File: src/rtl/seg7_pkg.sv
// Shared constants for the seven-segment scan driver.
// Glyphs are active-low {a,b,c,d,e,f,g} with a in bit 6.
// No ports; imported by seven_seg_decode and seven_segment_scan.
package seg7_pkg;

  localparam logic [6:0] SEG_0    = 7'b0000001;
  localparam logic [6:0] SEG_1    = 7'b1001111;
  localparam logic [6:0] SEG_2    = 7'b0010010;
  localparam logic [6:0] SEG_3    = 7'b0000110;
  localparam logic [6:0] SEG_4    = 7'b1001100;
  localparam logic [6:0] SEG_5    = 7'b0100100;
  localparam logic [6:0] SEG_6    = 7'b0100000;
  localparam logic [6:0] SEG_7    = 7'b0001111;
  localparam logic [6:0] SEG_8    = 7'b0000000;
  localparam logic [6:0] SEG_9    = 7'b0000100;
  localparam logic [6:0] SEG_DASH = 7'b1111110;
  localparam logic [6:0] SEG_OFF  = 7'b1111111;

  // Widest supported anode bus, all digits disabled; slice to DIGITS bits.
  localparam logic [7:0] AN_OFF = 8'hFF;

  // Counter width able to index `count` entries, never narrower than 1 bit.
  function automatic int idx_width(input int count);
    if (count > 1) return $clog2(count);
    else           return 1;
  endfunction

endpackage

File: src/rtl/seven_seg_decode.sv
// Combinational BCD-to-glyph lookup.
// Ports:
//   code : 4-bit digit code; 0..9 map to numerals, 10..15 show a dash
//   seg  : 7-bit active-low segment pattern {a,b,c,d,e,f,g}
module seven_seg_decode
  import seg7_pkg::*;
(
  input  logic [3:0] code,
  output logic [6:0] seg
);

  always_comb begin
    seg = SEG_DASH;
    case (code)
      4'd0:    seg = SEG_0;
      4'd1:    seg = SEG_1;
      4'd2:    seg = SEG_2;
      4'd3:    seg = SEG_3;
      4'd4:    seg = SEG_4;
      4'd5:    seg = SEG_5;
      4'd6:    seg = SEG_6;
      4'd7:    seg = SEG_7;
      4'd8:    seg = SEG_8;
      4'd9:    seg = SEG_9;
      default: seg = SEG_DASH;
    endcase
  end

endmodule

File: src/rtl/seven_segment_scan.sv
// Time-multiplexed driver for DIGITS common-anode seven-segment digits.
// Optional feature macro: SEVEN_SEG_BLINK_EN (adds blink input and
// BLINK_FRAMES parameter for whole-digit flashing).
// Ports:
//   clk      : system clock, rising edge
//   reset    : synchronous active-high reset
//   value    : BCD nibbles, nibble 0 = rightmost digit
//   load     : captures value / dp_in into the holding registers
//   lz_blank : enables leading-zero suppression
//   dp_in    : per-digit decimal point request, 1 = lit
//   blink    : (SEVEN_SEG_BLINK_EN only) per-digit flash enable
//   out_seg  : segments {a..g}, active-low, registered
//   dp       : decimal point, active-low, registered
//   an       : digit enables, active-low, at most one low, registered
//
// Scan states (idx, one slot each):
//   state             | meaning
//   idx = k, cnt = 0  | anti-ghost cycle, everything dark
//   idx = k, cnt > 0  | digit k driven from holding registers
module seven_segment_scan
  import seg7_pkg::*;
#(
  parameter int DIGITS   = 4,
  parameter int SCAN_DIV = 50000,
  parameter int CNT_W    = 16
`ifdef SEVEN_SEG_BLINK_EN
  ,
  parameter int BLINK_FRAMES = 64
`endif
) (
  input  logic                  clk,
  input  logic                  reset,
  input  logic [4*DIGITS-1:0]   value,
  input  logic                  load,
  input  logic                  lz_blank,
  input  logic [DIGITS-1:0]     dp_in,
`ifdef SEVEN_SEG_BLINK_EN
  input  logic [DIGITS-1:0]     blink,
`endif
  output logic [6:0]            out_seg,
  output logic                  dp,
  output logic [DIGITS-1:0]     an
);

  localparam int                IDX_W      = idx_width(DIGITS);
  localparam logic [IDX_W-1:0]  IDX_LAST   = IDX_W'(DIGITS - 1);
  localparam logic [CNT_W-1:0]  CNT_LAST   = CNT_W'(SCAN_DIV - 1);
  localparam logic [DIGITS-1:0] AN_ALL_OFF = AN_OFF[DIGITS-1:0];

  logic [4*DIGITS-1:0] hold_val;
  logic [DIGITS-1:0]   hold_dp;
  logic [CNT_W-1:0]    cnt;
  logic [IDX_W-1:0]    idx;

  logic                tick;
  logic                slot_start;
  logic [3:0]          nibble;
  logic [6:0]          glyph;
  logic [DIGITS-1:0]   lz_mask;
  logic                zero_run;
  logic                lz_off;
  logic                blink_off;

  assign tick       = (cnt == CNT_LAST);
  // idx changed on the previous edge exactly when cnt is back at zero.
  assign slot_start = (cnt == '0);
  assign nibble     = hold_val[{idx, 2'b00} +: 4];

  seven_seg_decode u_decode (
    .code (nibble),
    .seg  (glyph)
  );

  // Digit k is a leading zero when it and every digit above it hold 0.
  always_comb begin
    zero_run = 1'b1;
    lz_mask  = '0;
    for (int k = DIGITS - 1; k >= 0; k--) begin
      zero_run = zero_run & (hold_val[4*k +: 4] == 4'd0);
      if (k != 0) lz_mask[k] = zero_run;
    end
  end

  assign lz_off = lz_blank & lz_mask[idx];

  always_ff @(posedge clk) begin
    if (reset) begin
      hold_val <= '0;
      hold_dp  <= '0;
    end else if (load) begin
      hold_val <= value;
      hold_dp  <= dp_in;
    end
  end

  always_ff @(posedge clk) begin
    if (reset) begin
      cnt <= '0;
      idx <= '0;
    end else if (tick) begin
      cnt <= '0;
      idx <= (idx == IDX_LAST) ? '0 : idx + 1'b1;
    end else begin
      cnt <= cnt + 1'b1;
    end
  end

`ifdef SEVEN_SEG_BLINK_EN
  localparam int               FR_W    = idx_width(BLINK_FRAMES);
  localparam logic [FR_W-1:0]  FR_LAST = FR_W'(BLINK_FRAMES - 1);

  logic [FR_W-1:0] frame_cnt;
  logic            phase;

  // One frame = one full pass over all digits.
  always_ff @(posedge clk) begin
    if (reset) begin
      frame_cnt <= '0;
      phase     <= 1'b0;
    end else if (tick && (idx == IDX_LAST)) begin
      if (frame_cnt == FR_LAST) begin
        frame_cnt <= '0;
        phase     <= ~phase;
      end else begin
        frame_cnt <= frame_cnt + 1'b1;
      end
    end
  end

  assign blink_off = phase & blink[idx];
`else
  assign blink_off = 1'b0;
`endif

  always_ff @(posedge clk) begin
    if (reset || slot_start) begin
      out_seg <= SEG_OFF;
      dp      <= 1'b1;
      an      <= AN_ALL_OFF;
    end else begin
      an      <= ~(DIGITS'(1) << idx);
      out_seg <= (lz_off | blink_off) ? SEG_OFF : glyph;
      dp      <= ~hold_dp[idx] | blink_off;
    end
  end

endmodule
File: config.mk
export PLATFORM = sky130hd
export DESIGN_NAME = seven_segment_scan
export DESIGN_NICKNAME = d
export VERILOG_FILES = /design/src/rtl/seg7_pkg.sv /design/src/rtl/seven_seg_decode.sv /design/src/rtl/seven_segment_scan.sv
export SDC_FILE = /design/constraint.sdc
export NUM_CORES = 1
export LEC_CHECK = 0
export ABC_CLOCK_PERIOD_IN_PS = 4400
export CAP_MARGIN = 0
export CORE_MARGIN = 2
export CORE_UTILIZATION = 46
export CTS_BUF_LIST = sky130_fd_sc_hd__clkbuf_16
export DETAILED_ROUTE_END_ITERATION = 7
export PLACE_DENSITY = 0.72
export RECOVER_POWER = 25
export SYNTH_ARGS = -nofsm -noshare
export SYNTH_HDL_FRONTEND = slang
export SYNTH_SLANG_ARGS = --single-unit
File: constraint.sdc
create_clock -name clk -period 4.4 [get_ports clk]
set_input_delay 1.1 -clock clk [delete_from_list [all_inputs] [get_ports clk]]
set_output_delay 1.1 -clock clk [all_outputs]
set_load 0.02 [all_outputs]
==> Yosys cells after proc, flatten, opt, wreduce, memory -nomap -nowiden <==
Memory sizes are Yosys's and may differ from the RTL's. A register that Yosys moved wholly into a read port is not among the register bits.
Cells that the tools add are included.
{ "totals": {"in_bits": 24, "word_cells": 31, "mem_count": 1, "register_bits": 43, "romBits": 112, "output_inout_bits": 12} }
{ "memory_table": {"columns": ["name", "words", "word_bits", "rd", "rd_ports_with_merged_regs", "wr", "line", "rtl"], "rows": [
  ["(name not given)", 16, 7, 1, 1, 0, "seven_seg_decode.sv:14", "case (code)"]
]} }
{ "op_classes": {"shifts": 2, "n_reduce_logical": 7, "eq_ne": 2, "add_sub_neg": 2, "n_bitwise": 5, "n_lt_le_gt_ge": 1, "muxes": 5} }
{ "op_table": {"columns": ["cell", "n"], "rows": [
  ["16-bit by 1-bit adder with 16-bit output, second input constant", 1],
  ["16-bit equality test, second input constant", 1],
  ["16-bit zero test", 1],
  ["16-bit by 5-bit variable part select with 4-bit output", 1],
  ["4-bit zero test", 3],
  ["1-bit binary-select mux with 2-bit select", 2],
  ["4-bit NOT", 1],
  ["2-bit OR reduction", 2],
  ["1-bit by 2-bit left shift with 4-bit output, first input constant", 1],
  ["1-bit bitwise AND", 3],
  ["2-bit by 3-bit less-than comparator with 1-bit output, second input constant", 1],
  ["2-bit by 1-bit adder with 2-bit output, second input constant", 1],
  ["2-bit equality test, second input constant", 1],
  ["1-bit 2-to-1 mux", 2],
  ["2-bit 2-to-1 mux", 1],
  ["1-bit logical OR", 1],
  ["1-bit NOT", 1]
]} }

==> Longest topological paths before layout <==
Gate-level depths: netlist of run 1.
{ "logic_depth": {"word_depth": 7, "depth_mapped": 7, "mapped_depth_nobuf": 6} }

==> Modules after synthesis <==
From an unflattened synthesis of run 1, not the netlist that was laid out.
{ "unflattened": {"hier_cells": 249, "hier_area_um2": 2334.7} }
{ "by_module_without_submodules": {"columns": ["mod", "area_per_inst_um2", "seq_area_each_um2", "cells_each", "n_inst"], "rows": [
  ["seven_segment_scan", 2129.5, 1001.0, 216, 1],
  ["seven_seg_decode", 205.2, 0.0, 33, 1]
]} }

==> Worst setup path before layout of run 1 <==
OpenSTA, ideal clock, no wires.
{ "synth_path": {"path_kind": "input -> register", "from": "input port load", "to": "register hold_dp[0]", "path_slack_ns": 2.468, "required_time_ns": 4.272, "setup_time_ns": 0.128, "t_arrival_ns": 1.805, "path_buffers": 1, "stages": 3, "cell_sequence": "clkbuf_1 -> mux2i_1 -> nor2_1"} }
{ "synth_lines": {"columns": ["item", "line", "rtl"], "rows": [
  ["start, declared", "seven_segment_scan.sv:34", "input logic load,"],
  ["end signal, assigned", "seven_segment_scan.sv:92", "hold_dp <= dp_in;"],
  ["end, declared", "seven_segment_scan.sv:51", "logic [DIGITS-1:0] hold_dp;"]
]} }

==> Worst setup path after layout of run 1 <==
{ "layout_path": {"from": "input port reset", "to": "register cnt[15]"} }
{ "layout_via": {"elab_chain_len": 1} }
{ "layout_lines": {"columns": ["item", "line", "rtl"], "rows": [
  ["start, declared", "seven_segment_scan.sv:32", "input logic reset,"],
  ["2-bit OR reduction (no line)", null, null],
  ["end signal, assigned", "seven_segment_scan.sv:104", "cnt <= cnt + 1'b1;"],
  ["end, declared", "seven_segment_scan.sv:52", "logic [CNT_W-1:0] cnt;"]
]} }
No other way between the ends.
A chain may end at the register's enable or synchronous reset.

==> flow_metrics.tcl, run 1 <==
set metrics [dict create \
    status "finished clean" \
    grt-ovfl-total 0 \
    cts_sinks 50 \
    synth_top_cell_by_area "dfxtp_1" \
    post-route-period-util_pct 70.8 \
    worstPathCellList "dlygate4sd3_1, clkbuf_1, inv_1, o41ai_2, a211oi_1, a41o_1" \
    mappedNetlistNets 265 \
    synth.ff_latch_count 50 \
    io_buffer_count 35 \
    ir_drop_mv 0.185 \
    gp_congestion 0.812 \
    max_slew_margin_pct 6.87 \
    worst_path_max_delay_cell "clkbuf_1" \
    antenna_found_initial 0 \
    nNetsFinal 300 \
    die_w_um 73.7 \
    postCtsResizedCells 0 \
    insertion_delay_ns 0.28 \
    hold_viol 0 \
    ant_nets 0 \
    cts_buffers 5 \
    vias_per_cell 5.26 \
    crit_family "buffers and inverters" \
    drv_cap 0 \
    die-height_um 73.7 \
    layout.cells.non_filler 319 \
    drive_gt1_share_pct 6.42 \
    initial_core_util_pct 47.7 \
    postCtsSetupRepairBufs 0 \
    syn_avg_cell_area_um2 9.77 \
    grt_max_degree 25 \
    synthCells 229 \
    synthFlopType "dfxtp_1" \
    max_freq_mhz 321 \
    cts_buffer_depth 2 \
    cp-end-kind "flop" \
    skew_ns 0.00648 \
    track_usage_pct 17.6 \
    holdWs_ns 0.493 \
    hold_buffers 0 \
    path_max_fanout 24 \
    rows 25 \
    drv_slew 0 \
    setup_violations 0 \
    startpoint_type "primary input" \
    utilization_pct 59.2 \
    dieArea_um2 5440 \
    arrival_ns 3.29 \
    io-pin-count 36 \
    synth_seq_area_share_pct 44.7 \
    drt-total-wl_um 4200 \
    place_area_um2 2630 \
    avgRoutedWirePerCell_um 13.2 \
    clkTransAtPathRegs_ns 0.06 \
    fin_tns_setup_ns 0 \
    post-route-min-period_ns 3.11 \
    num_antenna_cells 0 \
    drt_pass1_iterations 4 \
    p_leak_nw 1.07 \
    finalInstanceArea_um2 2780 \
    required_ns 4.58 \
    cp_num_buf_inv 3 \
    grt_first_pass_wirelength_um 7440 \
    cts_tree "yes" \
    root_buffer "clkbuf_16" \
    syn_to_final_growth_pct 24.2 \
    grt_pass1_vias 1599 \
    htreeDepth 2 \
    synthTopCellsByArea "dfxtp_1 (45%), mux2i_1 (9.8%), ha_1 (6.7%)" \
    ys_async_sr_fraction_pct 0 \
    place_hpwl_um 2940 \
    core_area_um2 4690 \
    first_iter_violations 126 \
    synth_area_um2 2240 \
    cellPowerDensity_nw_per_um2 369 \
    drc 0 \
    critical_path.max_stage_delay_ns 0.79 \
    rsz0062_at_grt "no" \
    ys_warn_count 0 \
    dp.cells 311 \
    worstMarginPinSlew_ns 1.38 \
    worstSetupPathType "in2reg" \
    hp-class "reg2reg" \
    synth_top_area_share_pct 44.7 \
    synth_edf_count 0 \
    vias 1679 \
    synth_cell_types 36 \
]
==> synth_stat cells (all sizes together) (4+ instances only) <==
| cell type | number |
|---|---|
| a21oi | 5 |
| clkbuf | 5 |
| dfxtp | 50 |
| ha | 12 |
| inv | 14 |
| mux2i | 22 |
| mux4 | 5 |
| nand2 | 13 |
| nand3 | 11 |
| nand4 | 4 |
| nor2 | 38 |
| nor4 | 8 |
| o21ai | 6 |
| or3 | 4 |
| xnor2 | 8 |
==> sequential cells by signal (all words and copies together) (netlist names) <==
register / count
out_seg: 7
idx: 2
hold_dp: 4
hold_val: 16
cnt: 16
dp: 1
an: 4
==> path summary, 6_finish.rpt <==
check                           slack, ns    from  cells after the start      end
worst max-delay path                 1.29   reset                      6  cnt[15]
worst min-delay path                 0.49  cnt[0]                      1   cnt[0]
worst max register to register       1.75  cnt[0]                      5  cnt[15]
worst min register to register       0.49  cnt[0]                      1   cnt[0]
==> per-stage QoR <==
stage               power (W)  setup WS, ns
floorplan            0.000559          2.47
global placement     0.000607          1.60
detailed placement   0.000609          1.59
CTS                   0.00103          1.89
global route          0.00107          1.03
finish                0.00102          1.29
==> layout make-up <==
class / count / area, um2
sequential: 50 / 1000
clock buffer: 5 / 125
multi-input combinational: 157 / 1140
clock inverter: 3 / 41.3
tap: 54 / 67.6
fill: 446 / 1910
timing repair buffer: 36 / 354
inverter: 14 / 52.6
==> placed cells by master, fill, tap and decap left out, types with 2 or more instances in the layout <==
cell              n
a21oi_1           5
clkbuf_16         5
clkdlybuf4s50_1  34
dfxtp_1          50
ha_1             12
inv_1            15
mux2i_1          22
mux4_2            5
nand2_1          13
nand3_1          11
nand4_1           4
nor2_1           38
nor3_1            3
nor4_1            7
o211ai_1          2
o21ai_0           5
or3_1             4
xnor2_1           8
xor2_1            2
==> metal layers <==
metal	GRT usage (%)	vias up	part of all wire (%)
met4	4.85	0	1.4
met2	26.9	35	45
met5	0	-	0
li1	-	862	-
met3	4.66	6	2.8
met1	24.6	776	51
==> worst register-to-register path, cell delays in order, from the launching register on <==
cell and delay, ns:
dfxtp_1 0.40, ha_1 0.26, nand4_1 0.28, o41ai_2 1.23, a211oi_1 0.11, a41o_1 0.27
==> report_power, final <==
| part | leakage [nW] | internal [W] | switching [W] | total, W |
|---|---|---|---|---|
| logic | 0.582 | 0.0000606 | 0.0000519 | 0.000112 |
| registers | 0.410 | 0.000474 | 0.0000121 | 0.000486 |
| clock network | 0.0812 | 0.000266 | 0.000160 | 0.000426 |
==> kinds of logic (layout without fill, tap and decap cells) <==
logic type / count (synthesis) / after routing / share of synthesized area, %
buf+inv: 22 / 58 / 3.97
flops: 50 / 50 / 44.7
mux: 27 / 27 / 14.9
simple gates: 88 / 88 / 19.0
compound gates: 20 / 20 / 6.77
xor+xnor: 10 / 10 / 3.92
fa+ha+maj: 12 / 12 / 6.71
Note: power is estimated with default switching activity, not from simulation.
==> inputs of run 2 (changes only) <==
--- a/config.mk
+++ b/config.mk
@@ -5,13 +5,13 @@
 export SDC_FILE = /design/constraint.sdc
 export NUM_CORES = 1
 export LEC_CHECK = 0
-export ABC_CLOCK_PERIOD_IN_PS = 4400
+export ABC_CLOCK_PERIOD_IN_PS = 2780
 export CAP_MARGIN = 0
 export CORE_MARGIN = 2
 export CORE_UTILIZATION = 46
 export CTS_BUF_LIST = sky130_fd_sc_hd__clkbuf_16
 export DETAILED_ROUTE_END_ITERATION = 7
-export PLACE_DENSITY = 0.72
+export PLACE_DENSITY = 0.75
 export RECOVER_POWER = 25
 export SYNTH_ARGS = -nofsm -noshare
 export SYNTH_HDL_FRONTEND = slang
==> constraint.sdc (replaced) <==
create_clock -name clk -period 2.78 [get_ports clk]
set_input_delay 0.695 -clock clk [delete_from_list [all_inputs] [get_ports clk]]
set_output_delay 0.695 -clock clk [all_outputs]
set_load 0.02 [all_outputs]
==> run 2 against run 1 <==
Compared with the run above:
- clock power is 53% higher
- clock skew decreased by 0.0031 ns
- total power increased by 56%
- global-route usage fell by 0.84 points
- wire length shrank 3.0%
- core utilization up 0.40 points
- critical endpoint is now out_seg[2]
==> flow_metrics.tcl, run 2 (synthesis gave the netlist of run 1 again) <==
set metrics [dict create \
    path_max_fanout 12 \
    fin_tns_setup_ns 0 \
    status "finished clean" \
    hold_viol 0 \
    ir_drop_mv 0.348 \
    drv_cap 0 \
    arrival_ns 2.22 \
    finalInstanceArea_um2 2800 \
    cellPowerDensity_nw_per_um2 573 \
    gp_congestion 0.834 \
    cts_buffers 5 \
    place_area_um2 2640 \
    vias 1694 \
    die_w_um 73.7 \
    hp-class "reg2reg" \
    io-pin-count 36 \
    track_usage_pct 16.8 \
    htreeDepth 2 \
    rows 25 \
    cp-end-kind "flop" \
    drt_pass1_iterations 4 \
    biggestRegsByFlops "cnt x16, hold_val x16, out_seg x7" \
    cts_sinks 50 \
    startpoint_type "flop" \
    worstMarginPinSlew_ns 0.960 \
    grt_pass1_vias 1554 \
    setup_violations 0 \
    required_ns 2.93 \
    worst_path_max_delay_cell "dfxtp_1" \
    postCtsResizedCells 0 \
    syn_to_final_growth_pct 25.0 \
    place_hpwl_um 3080 \
    die-height_um 73.7 \
    p_leak_nw 1.08 \
    grt-ovfl-total 0 \
    cts_buffer_depth 2 \
    post-route-period-util_pct 74.3 \
    worstPathCellList "mux4_2, inv_1, ha_1, nand2_1, a21oi_1, o211ai_1" \
    drive_gt1_share_pct 6.77 \
    worstSetupPathType "reg2reg" \
    postCtsSetupRepairBufs 0 \
    cts_tree "yes" \
    nNetsFinal 302 \
    initial_core_util_pct 47.7 \
    rsz0062_at_grt "no" \
    fillers 400 \
    avgRoutedWirePerCell_um 12.7 \
    max_slew_margin_pct 36.0 \
    max_freq_mhz 484 \
    post-route-min-period_ns 2.07 \
    insertion_delay_ns 0.28 \
    num_antenna_cells 0 \
    io_buffer_count 35 \
    core_area_um2 4690 \
    clkTransAtPathRegs_ns 0.06 \
    grt_first_pass_wirelength_um 7120 \
    drv_slew 0 \
    grt_max_degree 24 \
    antenna_found_initial 0 \
    skew_ns 0.00337 \
    first_iter_violations 99 \
    drt-total-wl_um 4080 \
    hold_buffers 0 \
    layout_common_cells "dfxtp_1 (50), nor2_1 (38), clkdlybuf4s50_1 (34)" \
    ant_nets 0 \
    root_buffer "clkbuf_16" \
    dieArea_um2 5440 \
    critical_path.max_stage_delay_ns 0.66 \
    vias_per_cell 5.29 \
    final_common_cell "dfxtp_1" \
    drc 0 \
]
-- run 2: power by group --
part           internal (W)  switching (W)  leakage [nW]
Clock              0.000416       0.000237        0.0773
Sequential         0.000750      0.0000205         0.410
Combinational     0.0000971      0.0000810         0.592
Total               0.00126       0.000338          1.08
-- run 2: per-stage QoR --
stage	setup slack [ns]	power [W]	hold WS [ns]	utilization (%)	cells
floorplan	0.958	0.000885	0.442	-	229
global placement	0.747	0.000963	0.464	56.3	313
detailed placement	0.681	0.000966	0.476	56.3	313
CTS	0.698	0.00162	0.490	59.7	320
global route	0.533	0.00167	0.521	59.6	320
finish	0.714	0.00160	0.483	59.6	320
-- run 2: final cells by class --
| class | instances | area [um2] | area share, % |
|---|---|---|---|
| inverter | 14 | 52.6 | 1.88 |
| multi-input combinational | 157 | 1150 | 41.0 |
| clock buffer | 5 | 125 | 4.47 |
| tap | 54 | 67.6 | 2.42 |
| sequential | 50 | 1000 | 35.8 |
| clock inverter | 2 | 33.8 | 1.21 |
| timing repair buffer | 38 | 369 | 13.2 |
-- run 2: worst paths after layout --
kind | start | end | slack (ns) | cells after the start
setup / recovery | idx[0] | out_seg[2] | 0.71 | 6
hold / removal | cnt[0] | cnt[0] | 0.48 | 1
setup reg to reg | idx[0] | out_seg[2] | 0.71 | 6
hold reg to reg | cnt[0] | cnt[0] | 0.48 | 1
-- run 2: per-layer routing --
layer / track usage (%) / vias up / wire [um]
li1: - / 868 / -
met4: 4.85 / 0 / 50
met3: 4.12 / 5 / 142
met5: 0 / - / 0
met1: 24.2 / 781 / 2130
met2: 24.9 / 40 / 1750
-- run 2: critical path: cells and delay by family, from the launching register on --
family                   cells  cell delay, ns
multiplexers                 1            0.64
AND/OR/NAND/NOR              1            0.05
AO/OA/AOI/OAI                2            0.24
flip-flops                   1            0.66
buffers and inverters        1            0.15
adder cells (fa/ha/maj)      1            0.18
==> inputs of run 3 (changes only) <==
--- a/config.mk
+++ b/config.mk
@@ -5,13 +5,13 @@
 export SDC_FILE = /design/constraint.sdc
 export NUM_CORES = 1
 export LEC_CHECK = 0
-export ABC_CLOCK_PERIOD_IN_PS = 2780
+export ABC_CLOCK_PERIOD_IN_PS = 2160
 export CAP_MARGIN = 0
 export CORE_MARGIN = 2
 export CORE_UTILIZATION = 46
 export CTS_BUF_LIST = sky130_fd_sc_hd__clkbuf_16
 export DETAILED_ROUTE_END_ITERATION = 7
-export PLACE_DENSITY = 0.75
+export PLACE_DENSITY = 0.72
 export RECOVER_POWER = 25
 export SYNTH_ARGS = -nofsm -noshare
 export SYNTH_HDL_FRONTEND = slang
==> constraint.sdc (replaced) <==
create_clock -name clk -period 2.16 [get_ports clk]
set_input_delay 0.54 -clock clk [delete_from_list [all_inputs] [get_ports clk]]
set_output_delay 0.54 -clock clk [all_outputs]
set_load 0.02 [all_outputs]
==> run 3 against run 2 <==
Compared with the run above:
- cell area rose by 1.6%
- non-clock buffer count up 7
- die area stayed put
- sequential share of layout area decreased by 0.55 points
- clock-buffer cell count unchanged
- wire length rose by 8.1%
- cell count grew 2.5%
- core utilization up 0.93 points
- total power is 22% higher
- clock power rose by 12%
- combinational power increased by 33%
- global-route usage grew 2.0 points
- critical path type is now in2reg
- largest cell class unchanged
==> flow_metrics.tcl, run 3 (synthesis gave the netlist of run 1 again) <==
set metrics [dict create \
    cts_buffers 5 \
    initial_core_util_pct 47.7 \
    rsz0062_at_grt "no" \
    grt-ovfl-total 0 \
    drive_gt1_share_pct 9.12 \
    max_slew_margin_pct 29.6 \
    reg2reg_from "idx[0]" \
    min_to "cnt[0]" \
    io_buffer_count 35 \
    worst_path_max_delay_cell "clkbuf_1" \
    postCtsSetupRepairBufs 0 \
    avgRoutedWirePerCell_um 13.4 \
    drv_slew 0 \
    layout.cells.non_filler 328 \
    critical_path.max_stage_delay_ns 0.79 \
    hp-class "reg2reg" \
    drc 0 \
    r2r_cells 5 \
    core_area_um2 4690 \
    htreeDepth 2 \
    die-height_um 73.7 \
    crit_family "buffers and inverters" \
    biggestRegsByFlops "cnt x16, hold_val x16, out_seg x7" \
    ir_drop_mv 0.397 \
    setup_violations 0 \
    final_common_cell "dfxtp_1" \
    cp_num_buf_inv 2 \
    grt_pass1_vias 1654 \
    max_freq_mhz 531 \
    ant_nets 0 \
    fin_tns_setup_ns 0 \
    cts_tree "yes" \
    vias 1750 \
    grt_first_pass_wirelength_um 7820 \
    startpoint_type "primary input" \
    min_path_cells 1 \
    postCtsResizedCells 0 \
    dieArea_um2 5440 \
    drt_pass1_iterations 4 \
    place_hpwl_um 3290 \
    grt_max_degree 24 \
    gp_congestion 0.861 \
    timing.rr.end "out_seg[2]" \
    cellPowerDensity_nw_per_um2 690 \
    layout_common_cells "dfxtp_1 (50), nor2_1 (38), clkdlybuf4s50_1 (34)" \
    drv_cap 0 \
    root_buffer "clkbuf_16" \
    worstSetupPathType "in2reg" \
    worstMarginPinSlew_ns 1.06 \
    regToRegSetupSlack_ns 0.34 \
    path_max_fanout 23 \
    hold_viol 0 \
    nNetsFinal 309 \
    antenna_found_initial 0 \
    p_leak_nw 1.11 \
    clkTransAtPathRegs_ns 0.06 \
    vias_per_cell 5.34 \
    status "finished clean" \
    cts_buffer_depth 2 \
    cp-end-kind "flop" \
    post-route-min-period_ns 1.88 \
    post-route-period-util_pct 87.2 \
    dp.cells 320 \
    first_iter_violations 96 \
    die_w_um 73.7 \
    io-pin-count 36 \
    critPathLaunch "reset" \
    cts_sinks 50 \
    track_usage_pct 18.7 \
    required_ns 2.29 \
    hold_buffers 0 \
    drt-total-wl_um 4410 \
    worstHoldStart "cnt[0]" \
    num_antenna_cells 0 \
    insertion_delay_ns 0.28 \
    rows 25 \
    skew_ns 0.00417 \
    worstPathCellList "dlygate4sd3_1, clkbuf_1, nor2_1" \
    arrival_ns 2.01 \
    syn_to_final_growth_pct 27.0 \
]
## run 3: per-stage QoR
stage          setup WS, ns  area, um2  utilization (%)  total power [W]  hold slack (ns)
2_1_floorplan         0.338       2240                -          0.00114            0.442
3_3_place_gp          0.350       2710             57.7          0.00124            0.461
3_5_place_dp          0.350       2710             57.7          0.00125            0.467
4_1_cts               0.324       2840             60.6          0.00198            0.481
5_1_grt               0.126       2840             60.5          0.00204            0.524
6_report              0.277       2840             60.5          0.00196            0.482
## run 3: where the power goes
group | switching (W) | internal (W) | total [W]
Sequential | 0.0000257 | 0.000965 | 0.000991
Clock | 0.000312 | 0.000419 | 0.000730
Combinational | 0.000106 | 0.000131 | 0.000237
## run 3: layer usage
layer	track usage, %	vias up	wire [um]
met2	28.1	51	2000
li1	-	885	-
met3	5.49	5	228
met1	25.9	809	2120
met5	0	-	0
met4	6.26	0	61
## run 3: worst max-delay path by stage
stage                       end  cells after the start
CTS                  out_seg[1]                      5
global placement     out_seg[2]                      5
detailed placement   out_seg[2]                      5
floorplan            out_seg[2]                      7
global route        hold_val[9]                      3
finish              hold_val[5]                      3
## run 3: layout make-up
cell class	count	area (um2)
Clock buffer	5	125
Clock inverter	3	12.5
Fill cell	415	1850
Inverter	14	52.6
Multi-Input combinational cell	157	1150
Sequential cell	50	1000
Tap cell	54	67.6
Timing Repair Buffer	45	434
## run 3: worst register-to-register path: stages, from the launching register on
cell,delay [ns]
dfxtp_1,0.45
buf_4,0.21
mux4_2,0.59
or2_0,0.23
a21oi_1,0.12
o211ai_1,0.10
